## config.mk

```make
export PLATFORM = sky130hd
export DESIGN_NAME = gen_pulse_shaper
export DESIGN_NICKNAME = d
export VERILOG_FILES = /design/src/rtl/gen_pulse_shaper.sv
export SDC_FILE = /design/constraint.sdc
export NUM_CORES = 1
export LEC_CHECK = 0
export BUFFER_PORTS_ARGS = -buffer_cell sky130_fd_sc_hd__clkbuf_2
export CORE_ASPECT_RATIO = 0.6
export CORE_MARGIN = 3
export CORE_UTILIZATION = 42
export CTS_BUF_LIST = sky130_fd_sc_hd__clkbuf_16
export DETAILED_ROUTE_END_ITERATION = 16
export PLACE_DENSITY = 0.59
export SETUP_SLACK_MARGIN = 0.1
export SYNTH_ARGS = -nofsm -noshare
export SYNTH_HDL_FRONTEND = slang
export SYNTH_SLANG_ARGS = --single-unit
```

## constraint.sdc

```tcl
create_clock -name clk -period 6.45 [get_ports clk]
set_clock_uncertainty 0.05 [all_clocks]
set_input_delay 0 -clock clk [delete_from_list [all_inputs] [get_ports clk]]
set_output_delay 0 -clock clk [all_outputs]
set_load 0.01 [all_outputs]
```

## src/rtl/gen_pulse_shaper.sv

```systemverilog
// gen_pulse_shaper: synthetic ADC pulse source with linear rise and exponential decay.
// Define PULSE_NOISE_EN to add LFSR noise onto y; by default y is the accumulator.
module gen_pulse_shaper #(
  parameter int W          = 14,
  parameter int SEL_W      = 4,
  parameter int P_W        = 16,
  parameter int RISE_LOG2  = 0,
  parameter int NOISE_BITS = 3
) (
  input  logic             clk,
  input  logic             rst_n,
  input  logic             load,
  input  logic [W-1:0]     val,
  input  logic [SEL_W-1:0] sel,
  input  logic [P_W-1:0]   period,
  input  logic             trig,
  output logic [W-1:0]     y,
  output logic             busy,
  output logic             pileup
);

  typedef enum logic [1:0] {
    IDLE,
    RISE,
    DECAY
  } state_e;

  localparam logic [7:0] RiseLast = 8'((1 << RISE_LOG2) - 1);

  function automatic logic signed [W-1:0] sat(input logic signed [W:0] s);
    if (s[W] != s[W-1])
      sat = s[W] ? {1'b1, {(W-1){1'b0}}} : {1'b0, {(W-1){1'b1}}};
    else
      sat = s[W-1:0];
  endfunction

  state_e              state_q, state_d;
  logic signed [W-1:0] amp_q;
  logic signed [W-1:0] acc_q, acc_d;
  logic signed [W-1:0] tgt_q, tgt_d;
  logic signed [W-1:0] step_q, step_d;
  logic [7:0]          cnt_q, cnt_d;
  logic [P_W-1:0]      pcnt_q, pcnt_d;
  logic                pile_q, pile_d;

  logic                tick, trg;
  logic signed [W-1:0] peak, stepn, dec;
  logic signed [W:0]   diff, diff_sh;

  // Auto tick on the last count of the period; load restarts and suppresses it.
  assign tick = (period != '0) && !load
              && (pcnt_q == period - P_W'(1));
  assign trg  = trig | tick;

  assign peak    = sat({acc_q[W-1], acc_q} + {amp_q[W-1], amp_q});
  assign diff    = {peak[W-1], peak} - {acc_q[W-1], acc_q};
  assign diff_sh = diff >>> RISE_LOG2;
  assign stepn   = diff_sh[W-1:0];
  assign dec     = acc_q >>> sel;

  // Period counter: wraps on the tick, cleared by load or a zero period.
  always_comb begin
    pcnt_d = pcnt_q + P_W'(1);
    if (load || period == '0 || pcnt_q == period - P_W'(1))
      pcnt_d = '0;
  end

  // Pulse FSM: next state, accumulator and rise parameters.
  always_comb begin
    state_d = state_q;
    acc_d   = acc_q;
    tgt_d   = tgt_q;
    step_d  = step_q;
    cnt_d   = cnt_q;
    pile_d  = trg && (state_q != IDLE);
    unique case (state_q)
      IDLE: begin
        if (trg) begin
          tgt_d   = peak;
          step_d  = stepn;
          cnt_d   = '0;
          state_d = RISE;
        end
      end
      RISE: begin
        if (cnt_q == RiseLast) begin
          acc_d   = tgt_q;
          state_d = DECAY;
        end else begin
          acc_d = acc_q + step_q;
          cnt_d = cnt_q + 8'd1;
        end
      end
      DECAY: begin
        if (trg) begin
          tgt_d   = peak;
          step_d  = stepn;
          cnt_d   = '0;
          state_d = RISE;
        end else if (sel != '0) begin
          if (dec == '0) begin
            acc_d   = '0;
            state_d = IDLE;
          end else begin
            acc_d = acc_q - dec;
          end
        end
      end
      default: state_d = IDLE;
    endcase
  end

  // State and datapath registers.
  always_ff @(posedge clk or negedge rst_n) begin
    if (!rst_n) begin
      state_q <= IDLE;
      amp_q   <= '0;
      acc_q   <= '0;
      tgt_q   <= '0;
      step_q  <= '0;
      cnt_q   <= '0;
      pcnt_q  <= '0;
      pile_q  <= 1'b0;
    end else begin
      state_q <= state_d;
      acc_q   <= acc_d;
      tgt_q   <= tgt_d;
      step_q  <= step_d;
      cnt_q   <= cnt_d;
      pcnt_q  <= pcnt_d;
      pile_q  <= pile_d;
      if (load)
        amp_q <= val;
    end
  end

  assign busy   = (state_q != IDLE);
  assign pileup = pile_q;

`ifdef PULSE_NOISE_EN
  logic [15:0]         lfsr_q;
  logic [W-1:0]        y_q;
  logic signed [W-1:0] noise;

  assign noise = W'($signed(lfsr_q[NOISE_BITS-1:0]));

  // Noise source and noisy output sample; pulse state never sees the noise.
  always_ff @(posedge clk or negedge rst_n) begin
    if (!rst_n) begin
      lfsr_q <= 16'hACE1;
      y_q    <= '0;
    end else begin
      lfsr_q <= {lfsr_q[14:0],
                 lfsr_q[15] ^ lfsr_q[13] ^ lfsr_q[12] ^ lfsr_q[10]};
      y_q    <= sat({acc_d[W-1], acc_d} + {noise[W-1], noise});
    end
  end

  assign y = y_q;
`else
  assign y = acc_q;
`endif

endmodule

```

==> impl_metrics.ini, run 1 <==
[route]
avgRoutedWirePerCell_um = 19.74
wl_mm = 21.19
route.detailed.vias_per_inst = 5.948
detail_route.iter0.violations = 607
drc = 0
drt_first_pass_iters = 5
ant_nets = 0
num_vias = 6382

[worst_setup_path]
critPathRequiredTime_ns = 6.62
endpoint_kind = register
criticalPathCategory = register to register
timing.critical_path.fanout_max = 12
critical_path.startpoint_type = register
worst-endpoint-arrival_ns = 5.79

[floorplanning]
core_mm2 = 0.01671
dieArea_mm2 = 0.01926
initial_core_utilization_pct = 44.19
row_count = 36
die-width_um = 177.2
design.portCount = 54
die_y_um = 108.7

[global_routing]
first_global_vias = 6200
grt_antenna_before_repair = 0
globalRouteMet1Util_pct = 34.73
largest_net_degree_at_the_start_of_global_routing = 69
global_route.usage.met2_pct = 31.18
global_route.overflow_total = 0
grt_first_pass_wirelength_mm = 33.92
use_met3_pct = 7.098
grt_most_used_layer = met1
grt.total_usage_pct = 22.60

[sta]
setup_viol = 0
finalHoldViolCount = 0
achievable-frequency_ghz = 0.1781
max_slew_margin_pct = 20.14
finalMaxSlewViolations = 0
worst_pin_slew_ns = 1.194
setup_total_negative_slack_ns = 0
period_needed_ns = 5.614
fin_ws_ns = 0.8364
grt_setup_unrepaired = false
hold_slack_ns = 0.01133
timing.final.crit_share_pct = 87.03

[layout]
layout.cell_area.non_filler_mm2 = 0.008260
area_growth_pct = 11.86
mostFrequentLayoutCell = dfrtp_1
filler_cell_count = 1553
final_layout_size_suffix_gt1_share_pct = 18.11
fin_nets = 942
antenna_cells = 0
most-common-layout-cells = 83 x dfrtp_1, 69 x nor2_1, 58 x ha_1

[clocking]
clk_latency_ns = 0.34
cts_made_buffers = 9
cts_sinks = 83
cts-htree-levels = 3
clockRootBuffer = clkbuf_16
tritoncts = built
clk_path_buf_depth = 2
clkSlewWorstSetupHoldPaths_ns = 0.06
post_cts_buffers = 0

[logic_synthesis]
prevailing_post_synth_register_cell = dfrtp_1
netlist_top_cells_area = dfrtp_1 28%, ha_1 9.8%, xor2_1 5.2%
synth.top_cell.area_share_pct = 28.13
synth_warnings = 0
yosysUniqueCellTypes = 66
syn_area_per_cell_um2 = 9.455
syn_area_mm2 = 0.007385
synth-seq-cells = 83
postSynth.asyncResetShare_pct = 100.0
synth_nets = 881
synthCells = 781
count_of_flip_flops_with_a_built_in_enable_after_synthesis = 0
synthDominantAreaCellType = dfrtp_1
synth_seq_area_share_pct = 28.13

[placement]
preCtsSetupSlack_ns = 0.9866
place.detailed.hpwl_mm = 16.54
dpl-instance-area_mm2 = 0.007861
io_buffers = 53
gp_routability_congestion = 0.9607

[status]
outcome = complete, no violations

[flow_run]
drv_cap = 0

[worst_hold_path]
hold_path.class = input pin to async pin
timing repair:
action | in CTS | in global routing
resized for setup | 0 | 0
hold endpoints to repair | 29 | 0
hold buffers | 15 | 0
synthesized netlist by cell type (all sizes together) (4+ instances only):
cell type,instances
xnor2,32
buf,11
clkbuf,17
nor3,14
nand2,44
o21ai,45
a41oi,4
mux4,13
a21oi,35
nor4,7
nand3,24
or3,5
a31oi,8
nand2b,8
mux2,52
o31ai,9
nor2b,8
a211oi,11
or4,4
o21bai,5
ha,58
xor2,44
o22ai,10
inv,37
and3,9
a21o,12
mux2i,28
o21a,15
nor2,70
dfrtp,83
fa,4
nand4,7
or2,5
o211ai,4
state kept, by name, summed over array words and instances (netlist names):
| name | count |
|---|---|
| amp_q | 14 |
| pileup | 1 |
| pcnt_q | 16 |
| tgt_q | 14 |
| state_q | 2 |
| y | 14 |
| step_q | 14 |
| cnt_q | 8 |
worst max-delay path, stage by stage (launching register included):
cell and delay [ns]:
dfrtp_1 0.55, ha_1 0.45, o21ai_0 0.12, o21a_1 0.20, o31ai_1 0.39, nand4_1 0.14, a41oi_1 0.57, nor2_1 0.32
nor2_1 0.28, ha_1 0.27, nor2b_1 0.14, o31ai_1 0.47, a21oi_1 0.20, o41ai_1 0.49, o21ai_0 0.25, a31oi_1 0.24
xnor2_1 0.11, mux2_4 0.26
per-stage QoR:
step / utilization [%] / instances
2_1_floorplan: - / 781
3_3_place_gp: 47.04 / 1044
3_5_place_dp: 47.04 / 1044
4_1_cts: 49.43 / 1073
5_1_grt: 49.43 / 1073
6_report: 49.43 / 1073
layer usage:
metal	routed length (um)	up-vias
met2	8384	233
met3	1882	25
met4	247	0
li1	-	2982
met5	0	-
met1	10670	3142
layout make-up:
cell class	count	area (um^2)	area share [%]
clock buffer	9	225.2	2.726
multi-input combinational	633	5017	60.74
tap	228	285.3	3.454
inverter	37	138.9	1.681
timing repair buffer	78	493.0	5.968
clock inverter	5	23.77	0.2878
sequential	83	2077	25.14
worst paths after layout:
check / startpoint / to / slack (ns) / depth (start not counted)
max in group asynchronous: rst_n / amp_q[8] / 5.21 / 3
setup / recovery: y[3] / step_q[13] / 0.84 / 17
setup reg to reg: y[3] / step_q[13] / 0.84 / 17
min in group clk: trig / pileup / 0.08 / 4
hold reg to reg: amp_q[3] / amp_q[3] / 0.46 / 1
hold / removal: rst_n / cnt_q[5] / 0.01 / 2
logic make-up (layout without fill, tap and decap cells):
family	Yosys count	in the layout	share of synthesized area, %
AOI/OAI and AO/OA	180	180	16.11
xor gates and xnor gates	76	76	9.014
adders and majority gates	63	63	11.05
buffers and inverters	65	129	4.083
DFF	83	83	28.13
muxes	93	93	16.66
and+or+nand+nor	221	221	14.96
Power of run 1 is not shown: default switching activity piles up to over one toggle a cycle in this logic, so the estimate is an artifact.
==> inputs of run 2 (changes only) <==
CTS_BUF_LIST = unset   (was sky130_fd_sc_hd__clkbuf_16)
==> run 2 against run 1 <==
Against the previous run:
- via count decreased by 0.39%
- fmax up 0.26%
- global-route usage shrank 0.053 points
- design area rose by 0.24%
- first-iteration DRC count rose by 12%
- critical endpoint unchanged
- highest routed layer unchanged
==> impl_metrics.ini, run 2 (synthesized netlist as in run 1, its figures left out) <==
[status]
outcome = complete, no violations

[clocking]
cts_sinks = 83
tritoncts = built
clk_path_buf_depth = 2
cts_resized = 0
clkSlewWorstSetupHoldPaths_ns = 0.06
clockRootBuffer = clkbuf_16
cts-htree-levels = 3
clk_latency_ns = 0.34
cts_made_buffers = 9

[layout]
largest_register_ff_count = 16
final_std_cells_w_o_fill = 1073
regMostFlops = pcnt_q
most-common-layout-cells = 83 x dfrtp_1, 69 x nor2_1, 58 x ha_1
area_growth_pct = 12.13
layout.cell_area.non_filler_mm2 = 0.008280
final_layout_size_suffix_gt1_share_pct = 18.34
mostFrequentLayoutCell = dfrtp_1
antenna_cells = 0
fin_nets = 942
finish.utilization_pct = 49.55

[floorplanning]
row_count = 36
die-width_um = 177.2
dieArea_mm2 = 0.01926
die_y_um = 108.7
design.portCount = 54
core_mm2 = 0.01671
initial_core_utilization_pct = 44.19

[worst_setup_path]
critPathRequiredTime_ns = 6.62
endpoint_kind = register
worst-endpoint-arrival_ns = 5.77
timing.critical_path.fanout_max = 12
critical_path.startpoint_type = register
crit_path_start = y[3]
criticalPathCategory = register to register
critical_path.reg2reg.startpoint = y[3]

[power]
p_comb_share_pct = 74.5
static-leakage-power_nw = 3.672
sw_power_mw = 2.605
clock_power_share_pct = 9.0
seq_power_share_pct = 16.5
p_per_area_mw_per_mm2 = 650.3
power_switching_share_pct = 48.38
p_int_mw = 2.780
irDropWorstVdd_v = 0.0002561

[global_routing]
grt.total_usage_pct = 22.55
use_met3_pct = 7.098
first_global_vias = 6193
global_route.usage.met2_pct = 31.04
grt_first_pass_wirelength_mm = 33.85
grt_antenna_before_repair = 0
largest_net_degree_at_the_start_of_global_routing = 69
globalRouteMet1Util_pct = 34.68
global_route.overflow_total = 0
grt_most_used_layer = met1

[worst_hold_path]
hold_path.class = input pin to async pin

[route]
avgRoutedWirePerCell_um = 19.70
route.detailed.vias_per_inst = 5.925
ant_nets = 0
num_vias = 6357
detail_route.iter0.violations = 677
drt_first_pass_iters = 5
wl_mm = 21.14
drc = 0

[sta]
timing.final.crit_share_pct = 86.81
worst_pin_slew_ns = 1.189
setup_total_negative_slack_ns = 0
setup_viol = 0
achievable-frequency_ghz = 0.1786
finalHoldViolCount = 0
finalMaxSlewViolations = 0
max_slew_margin_pct = 20.45
grt_setup_unrepaired = false
period_needed_ns = 5.599

[placement]
place_inst = 1044
place.detailed.hpwl_mm = 16.54
io_buffers = 53
gp_routability_congestion = 0.9607
dpl-instance-area_mm2 = 0.007861

[flow_run]
drv_cap = 0
==> run 2: changes by cell type in the layout (fill, tap and decap cells not counted), sizes merged <==
| cell | delta |
|---|---|
| clkbuf | +3 |
| clkinv | -2 |
| inv | -1 |
==> run 2: per-stage QoR <==
| stage | hold slack [ns] | setup WS (ns) | power (mW) |
|---|---|---|---|
| after floorplan | -0.3456 | 1.810 | 3.809 |
| after global placement | -0.1736 | 1.121 | 4.706 |
| after detailed placement | -0.1733 | 0.9866 | 4.817 |
| after CTS | 0.01793 | 0.9329 | 5.334 |
| after global routing | 0.02011 | 0.3733 | 5.866 |
| final | 0.01158 | 0.8511 | 5.385 |
==> run 2: layout make-up <==
type                       instances  area [um^2]
tap                              228        285.3
sequential                        83         2077
timing repair buffer              78        493.0
inverter                          37        138.9
clock buffer                      12        256.5
clock inverter                     2        12.51
fill                            1553         8431
multi-input combinational        633         5017
==> run 2: power groups by stage <==
stage               combinational [mW]  sequential, mW  clock (mW)
floorplan                         2.95           0.858           0
CTS                               3.96           0.881       0.492
detailed placement                3.93           0.887           0
global placement                  3.82           0.885           0
global route                      4.45           0.902       0.518
finish                            4.01           0.888       0.484
==> run 2: final timing paths <==
check | end | slack [ns] | cells past startpoint
max | step_q[13] | 0.85 | 17
min | cnt_q[5] | 0.01 | 2
max reg2reg | step_q[13] | 0.85 | 17
min reg2reg | amp_q[3] | 0.46 | 1
max in group asynchronous | amp_q[12] | 5.21 | 3
min in group clk | pileup | 0.07 | 4
==> run 2: what timing repair did <==
| action | in CTS | in global routing |
|---|---|---|
| endpoints found under the setup margin | 0 | 0 |
| endpoints found under the hold margin | 29 | 0 |
| hold buffers | 15 | 0 |
| buffers inserted | 0 | 0 |
==> run 2: per-layer routing <==
layer  vias up  part of all wire [%]
met5         -                     0
met4         0                  0.95
met3        24                   9.5
met2       219                    40
met1      3130                    50
li1       2984                     -
==> run 2: critical path, cell delays in order (launching register included) <==
cell     delay (ns)
dfrtp_1        0.54
ha_1           0.44
o21ai_0        0.12
o21a_1         0.20
o31ai_1        0.39
nand4_1        0.14
a41oi_1        0.57
nor2_1         0.32
nor2_1         0.28
ha_1           0.27
nor2b_1        0.14
o31ai_1        0.46
a21oi_1        0.19
o41ai_1        0.48
o21ai_0        0.25
a31oi_1        0.24
xnor2_1        0.11
mux2_4         0.27
Power figures use the tool's default switching activity.
